[src/rtl/fetch_unit.sv]
// fetch_unit: instruction fetch stage.
// Owns the program counter, issues in-order word fetches to instruction memory,
// buffers returned words in a prefetch FIFO and hands them downstream.
// Ports:
//   clk, rst_n                          clock, async active-low reset
//   imem_req_valid_o/ready_i/addr_o     fetch request channel
//   imem_rsp_valid_i/data_i             in-order responses, no backpressure
//   redirect_i, redirect_pc_i           branch redirect (flush + refetch)
//   instr_valid_o/ready_i               downstream handshake
//   instr_o, pc_o, pc_incr_o            head instruction, its PC, PC + 4
module fetch_unit #(
    parameter logic [31:0] RESET_PC = 32'h0000_0000,
    parameter int unsigned DEPTH    = 4
) (
    input  logic        clk,
    input  logic        rst_n,
    output logic        imem_req_valid_o,
    input  logic        imem_req_ready_i,
    output logic [31:0] imem_req_addr_o,
    input  logic        imem_rsp_valid_i,
    input  logic [31:0] imem_rsp_data_i,
    input  logic        redirect_i,
    input  logic [31:0] redirect_pc_i,
    output logic        instr_valid_o,
    input  logic        instr_ready_i,
    output logic [31:0] instr_o,
    output logic [31:0] pc_o,
    output logic [31:0] pc_incr_o
);

    localparam int unsigned CW = $clog2(DEPTH + 1);
    localparam int unsigned PW = $clog2(DEPTH);

    logic [31:0]   r_fetch_pc;
    logic [31:0]   r_fifo_pc    [DEPTH];
    logic [31:0]   r_fifo_instr [DEPTH];
    logic [PW-1:0] r_fifo_rd;
    logic [PW-1:0] r_fifo_wr;
    logic [CW-1:0] r_fifo_cnt;
    logic [31:0]   r_pcq        [DEPTH];
    logic [PW-1:0] r_pcq_rd;
    logic [PW-1:0] r_pcq_wr;
    logic [CW-1:0] r_inflight;
    logic [CW-1:0] r_drop_cnt;

    logic          w_pop;
    logic [CW:0]   w_occ;
    logic          w_req_fire;
    logic          w_rsp_drop;
    logic          w_rsp_live;
    logic [1:0]    w_unused_rpc_lsb;

    assign w_unused_rpc_lsb = redirect_pc_i[1:0];

    assign instr_valid_o = (r_fifo_cnt != '0);
    assign instr_o       = instr_valid_o ? r_fifo_instr[r_fifo_rd] : 32'h0000_0013;
    assign pc_o          = instr_valid_o ? r_fifo_pc[r_fifo_rd] : 32'h0000_0000;
    assign pc_incr_o     = pc_o + 32'd4;

    assign w_pop = instr_valid_o & instr_ready_i;

    // Every slot is reserved from request issue until the word leaves the FIFO;
    // responses still owed to a flushed stream also hold a slot until they arrive.
    assign w_occ = {1'b0, r_inflight} + {1'b0, r_drop_cnt} + {1'b0, r_fifo_cnt}
                 - {{CW{1'b0}}, w_pop};

    assign imem_req_valid_o = rst_n & ~redirect_i & (w_occ < (CW+1)'(DEPTH));
    assign imem_req_addr_o  = r_fetch_pc;
    assign w_req_fire       = imem_req_valid_o & imem_req_ready_i;

    // Stale responses (older stream, or arriving during a redirect) are dropped.
    assign w_rsp_drop = imem_rsp_valid_i & (redirect_i | (r_drop_cnt != '0));
    assign w_rsp_live = imem_rsp_valid_i & ~w_rsp_drop;

    always_ff @(posedge clk or negedge rst_n) begin
        if (!rst_n) begin
            r_fetch_pc <= RESET_PC;
            r_fifo_rd  <= '0;
            r_fifo_wr  <= '0;
            r_fifo_cnt <= '0;
            r_pcq_rd   <= '0;
            r_pcq_wr   <= '0;
            r_inflight <= '0;
            r_drop_cnt <= '0;
        end else if (redirect_i) begin
            r_fetch_pc <= {redirect_pc_i[31:2], 2'b00};
            r_fifo_rd  <= '0;
            r_fifo_wr  <= '0;
            r_fifo_cnt <= '0;
            r_pcq_rd   <= '0;
            r_pcq_wr   <= '0;
            r_inflight <= '0;
            // A response in this cycle is already accounted for as dropped.
            r_drop_cnt <= r_drop_cnt + r_inflight - CW'(imem_rsp_valid_i);
        end else begin
            if (w_req_fire) begin
                r_fetch_pc <= r_fetch_pc + 32'd4;
                r_pcq_wr   <= r_pcq_wr + PW'(1);
            end
            if (w_rsp_live) begin
                r_pcq_rd  <= r_pcq_rd + PW'(1);
                r_fifo_wr <= r_fifo_wr + PW'(1);
            end
            if (w_pop) begin
                r_fifo_rd <= r_fifo_rd + PW'(1);
            end
            if (w_rsp_drop) begin
                r_drop_cnt <= r_drop_cnt - CW'(1);
            end
            r_fifo_cnt <= r_fifo_cnt + CW'(w_rsp_live) - CW'(w_pop);
            r_inflight <= r_inflight + CW'(w_req_fire) - CW'(w_rsp_live);
        end
    end

    // Storage needs no reset: pointers and counts define what is valid.
    always_ff @(posedge clk) begin
        if (w_req_fire) begin
            r_pcq[r_pcq_wr] <= r_fetch_pc;
        end
        if (w_rsp_live) begin
            r_fifo_pc[r_fifo_wr]    <= r_pcq[r_pcq_rd];
            r_fifo_instr[r_fifo_wr] <= imem_rsp_data_i;
        end
    end

    a_no_overflow: assert property (@(posedge clk) disable iff (!rst_n)
        !(w_rsp_live && (r_fifo_cnt == CW'(DEPTH))));

endmodule
[config.mk]
export PLATFORM = sky130hd
export DESIGN_NAME = fetch_unit
export DESIGN_NICKNAME = d
export VERILOG_FILES = /design/src/rtl/fetch_unit.sv
export SDC_FILE = /design/constraint.sdc
export NUM_CORES = 1
export LEC_CHECK = 0
export ABC_CLOCK_PERIOD_IN_PS = 5700
export BUFFER_PORTS_ARGS = -buffer_cell sky130_fd_sc_hd__buf_2
export CORE_MARGIN = 5
export CORE_UTILIZATION = 48
export CTS_BUF_LIST = sky130_fd_sc_hd__clkbuf_8 sky130_fd_sc_hd__clkbuf_16
export CTS_CLUSTER_DIAMETER = 30
export DETAILED_ROUTE_END_ITERATION = 8
export GPL_TIMING_DRIVEN = 1
export PLACE_DENSITY_LB_ADDON = 0.05
export SLEW_MARGIN = 5
export SYNTH_ARGS = -nofsm -noshare
export SYNTH_HDL_FRONTEND = slang
export SYNTH_SLANG_ARGS = --single-unit
[constraint.sdc]
create_clock -name clk -period 5.7 [get_ports clk]
set_input_delay 0.57 -clock clk [delete_from_list [all_inputs] [get_ports clk]]
set_output_delay 0.57 -clock clk [all_outputs]
set_load 0.02 [all_outputs]
==> run_results.csv <==
group,metric,value,unit
timing,rsz0062_at_grt,"no",
setup_path,ff2ff_setup_slack,1.33,ns
grt,grt-ovfl-total,0,
floorplanning,row_count,70,
detailed_routing,wire_per_inst,21.0,µm
clock_network,cts_tree,"built",
placement,routabilityCongestion,0.772,
floorplanning,ioPinCount,200,
setup_path,critPathMostFrequentCell,"nand2_1",
timing,worst_pin_slew,0.982,ns
timing,hold_violations,0,
floorplanning,die_w,201,µm
floorplanning,dieArea,40400,µm²
synth,synth_edf_count,368,
setup_path,required,5.13,ns
cells_and_area,drive_gt1_share,34.6,%
cells_and_area,final_cell_area,21700,µm²
placement,place_ws,1.28,ns
timing,final-setup-viol-count,0,
setup_path,crit_type,"register to primary output",
timing,fmax,226,MHz
floorplanning,start_util,48.2,%
setup_path,crit_fanout,45,
pwr,ir_drop,0.000304,V
floorplanning,core,36300,µm²
synth,netlist_instances,994,
grt,first_global_vias,10127,
clock_network,postCtsSetupRepairBufs,0,
cells_and_area,diodes,0,
clock_network,clockBufferDepth,3,
setup_path,worst_path_largest_cell_delay,0.91,ns
detailed_routing,vias,9712,
synth,async_flop_share,11.3,%
clock_network,h-tree-depth,3,
placement,dpl.cell_count,1623,
cells_and_area,layout.nets,1342,
clock_network,cts_sinks,415,
synth,syn_area,17500,µm²
setup_path,start_kind,"register",
cells_and_area,area_growth,23.9,%
clock_network,clock_latency,0.58,ns
run_status,status,"completed",
setup_path,r2r-end,"imem_req_addr_o[16]",
setup_path,end_kind,"primary output",
floorplanning,die_h,201,µm
pwr,power.leakage,7.92,nW
cells_and_area,final_common_cell,"edfxtp_1",
setup_path,crit_start,"r_fifo_rd[0]",
setup_path,cpLargestDelayFamily,"simple AND/OR/NAND/NOR gates",
synth,yosysWarnings,0,
clock_network,hold_buffers,0,
timing,tns,0,ns
grt,grt_pass1_wl,58700,µm
pwr,p_per_area,539,nW/µm²
placement,place_area,18900,µm²
grt,track_usage,18.5,%
setup_path,critPathArrivalTime,3.86,ns
detailed_routing,routed_wl,37300,µm
timing,period_minus_slack,4.43,ns
detailed_routing,dr.pass1.iters,5,
clock_network,clockRootBuffer,"clkbuf_16",
synth,synth_cell_type_count,61,
detailed_routing,route.detailed.drc,0,
synth,seq_area_frac_synth,69.8,%
cells_and_area,final-instance-count-excl-fill,1779,
min_path,hold_class,"primary input to async pin",
cells_and_area,layout.core_utilization,59.7,%
placement,place.detailed.hpwl,23200,µm
synth,syn_avg_cell_area,17.6,µm²
placement,numPortBuffers,191,
cells_and_area,final_cell_mix,"368 x edfxtp_1, 191 x buf_2, 88 x clkbuf_16",
timing,fin_skew,0.0324,ns
setup_path,crit_slowest_cell,"dfrtp_4",
timing,postLayoutSetupSlackWorst,1.27,ns
timing,slew_violations,0,
clock_network,path_clk_slew,0.05,ns
timing,fin_crit_sh,77.7,%
run,cap_violations,0,
setup_path,cp.buffers_inverters,2,
setup_path,reg2reg_from,"r_fifo_cnt[1]",
grt,grt_max_degree,63,
synth,synth_ff_type,"edfxtp_1",
setup_path,worstRegToRegCells,18,
detailed_routing,vias_per_cell,5.46,
clock_network,numCtsBuffers,86,
clock_network,post_cts_resize_count,0,
synth,synth_seq_cells,415,
grt,antenna_found_initial,0,
setup_path,path_cells,"mux4_1 > nand2_1 > inv_1 > ha_1 > and3_1 > nand2_1 > nor4_1 > xnor2_1 > buf_2",
detailed_routing,drt_iter0_drc,437,
timing,slew_headroom,34.5,%
detailed_routing,ant_nets,0,
synthesized netlist by cell type (7+ instances only):
library cell    n  area [µm²]
buf_4           9        67.6
nand3_1        25         125
nand4_1        16         100
nor3_1         11        55.1
edfxtp_1      368       11100
o21ai_0        29         145
xor2_1         14         123
nand2_1        52         195
and3_1         11        68.8
ha_1           23         288
a21oi_1         7        35.0
mux4_2         76        1710
dfrtp_1        47        1180
nor2_1         30         113
xnor2_1        33         289
mux4_1         14         368
buf_1           8        30.0
a221o_1        11         110
inv_1          35         131
clkbuf_1       25        93.8
and2_1         60         375
layer usage:
metal	routed length [µm]	track usage, %	up-vias
met4	942	6.71	0
met1	16900	26.4	4892
met2	17100	28.5	323
met3	2280	4.22	69
li1	-	-	4428
met5	0	0	-
through the flow:
stage               total power (W)  hold WS [ns]
finish                       0.0117         0.119
global route                 0.0123         0.170
CTS                          0.0118         0.111
detailed placement          0.00717         0.482
global placement            0.00713         0.481
floorplan                   0.00613         0.274
logic make-up (layout without fill, tap and decap cells):
family | count (synthesis) | count (layout) | synth area share [%]
flip-flops | 415 | 415 | 69.8
AND/OR/NAND/NOR | 246 | 246 | 7.92
multiplexers | 96 | 96 | 12.2
buffers and inverters | 89 | 401 | 2.47
AO/OA/AOI/OAI | 70 | 70 | 2.72
XOR/XNOR | 48 | 48 | 2.49
adder cells (fa/ha/maj) | 29 | 29 | 2.33
other | 1 | 6 | 0.0214
how the worst max path moves through the flow:
stage,to,depth (start not counted),slack [ns]
after floorplan,r_inflight[2],24,0.79
after global placement,imem_req_addr_o[25],18,1.37
after detailed placement,imem_req_addr_o[5],18,1.28
after CTS,pc_incr_o[26],9,1.10
after global routing,pc_incr_o[26],9,0.99
final,pc_incr_o[26],9,1.27
report_power, final:
part	total, W	internal, W	switching (W)
sequential	0.00396	0.00367	0.000294
clock	0.00462	0.00302	0.00161
combinational	0.00311	0.00122	0.00189
total	0.0117	0.00790	0.00379
state kept, by name, indices dropped and copies added, names as in the netlist:
register	flops
r_drop_cnt	3
r_pcq_rd	2
imem_req_addr_o	30
r_fifo_pc	120
r_pcq	120
r_fifo_wr	2
r_fifo_rd	2
r_fifo_instr	128
r_pcq_wr	2
r_fifo_cnt	3
r_inflight	3
layout make-up:
type	count	area, µm²
repair buffers	210	1100
clock buffers	89	2220
well taps	468	586
fillers	2758	14700
multi-input cells	495	4880
clock inverters	67	551
flip-flops and latches	415	12200
inverters	35	131
(Power assumes the default switching activity.)
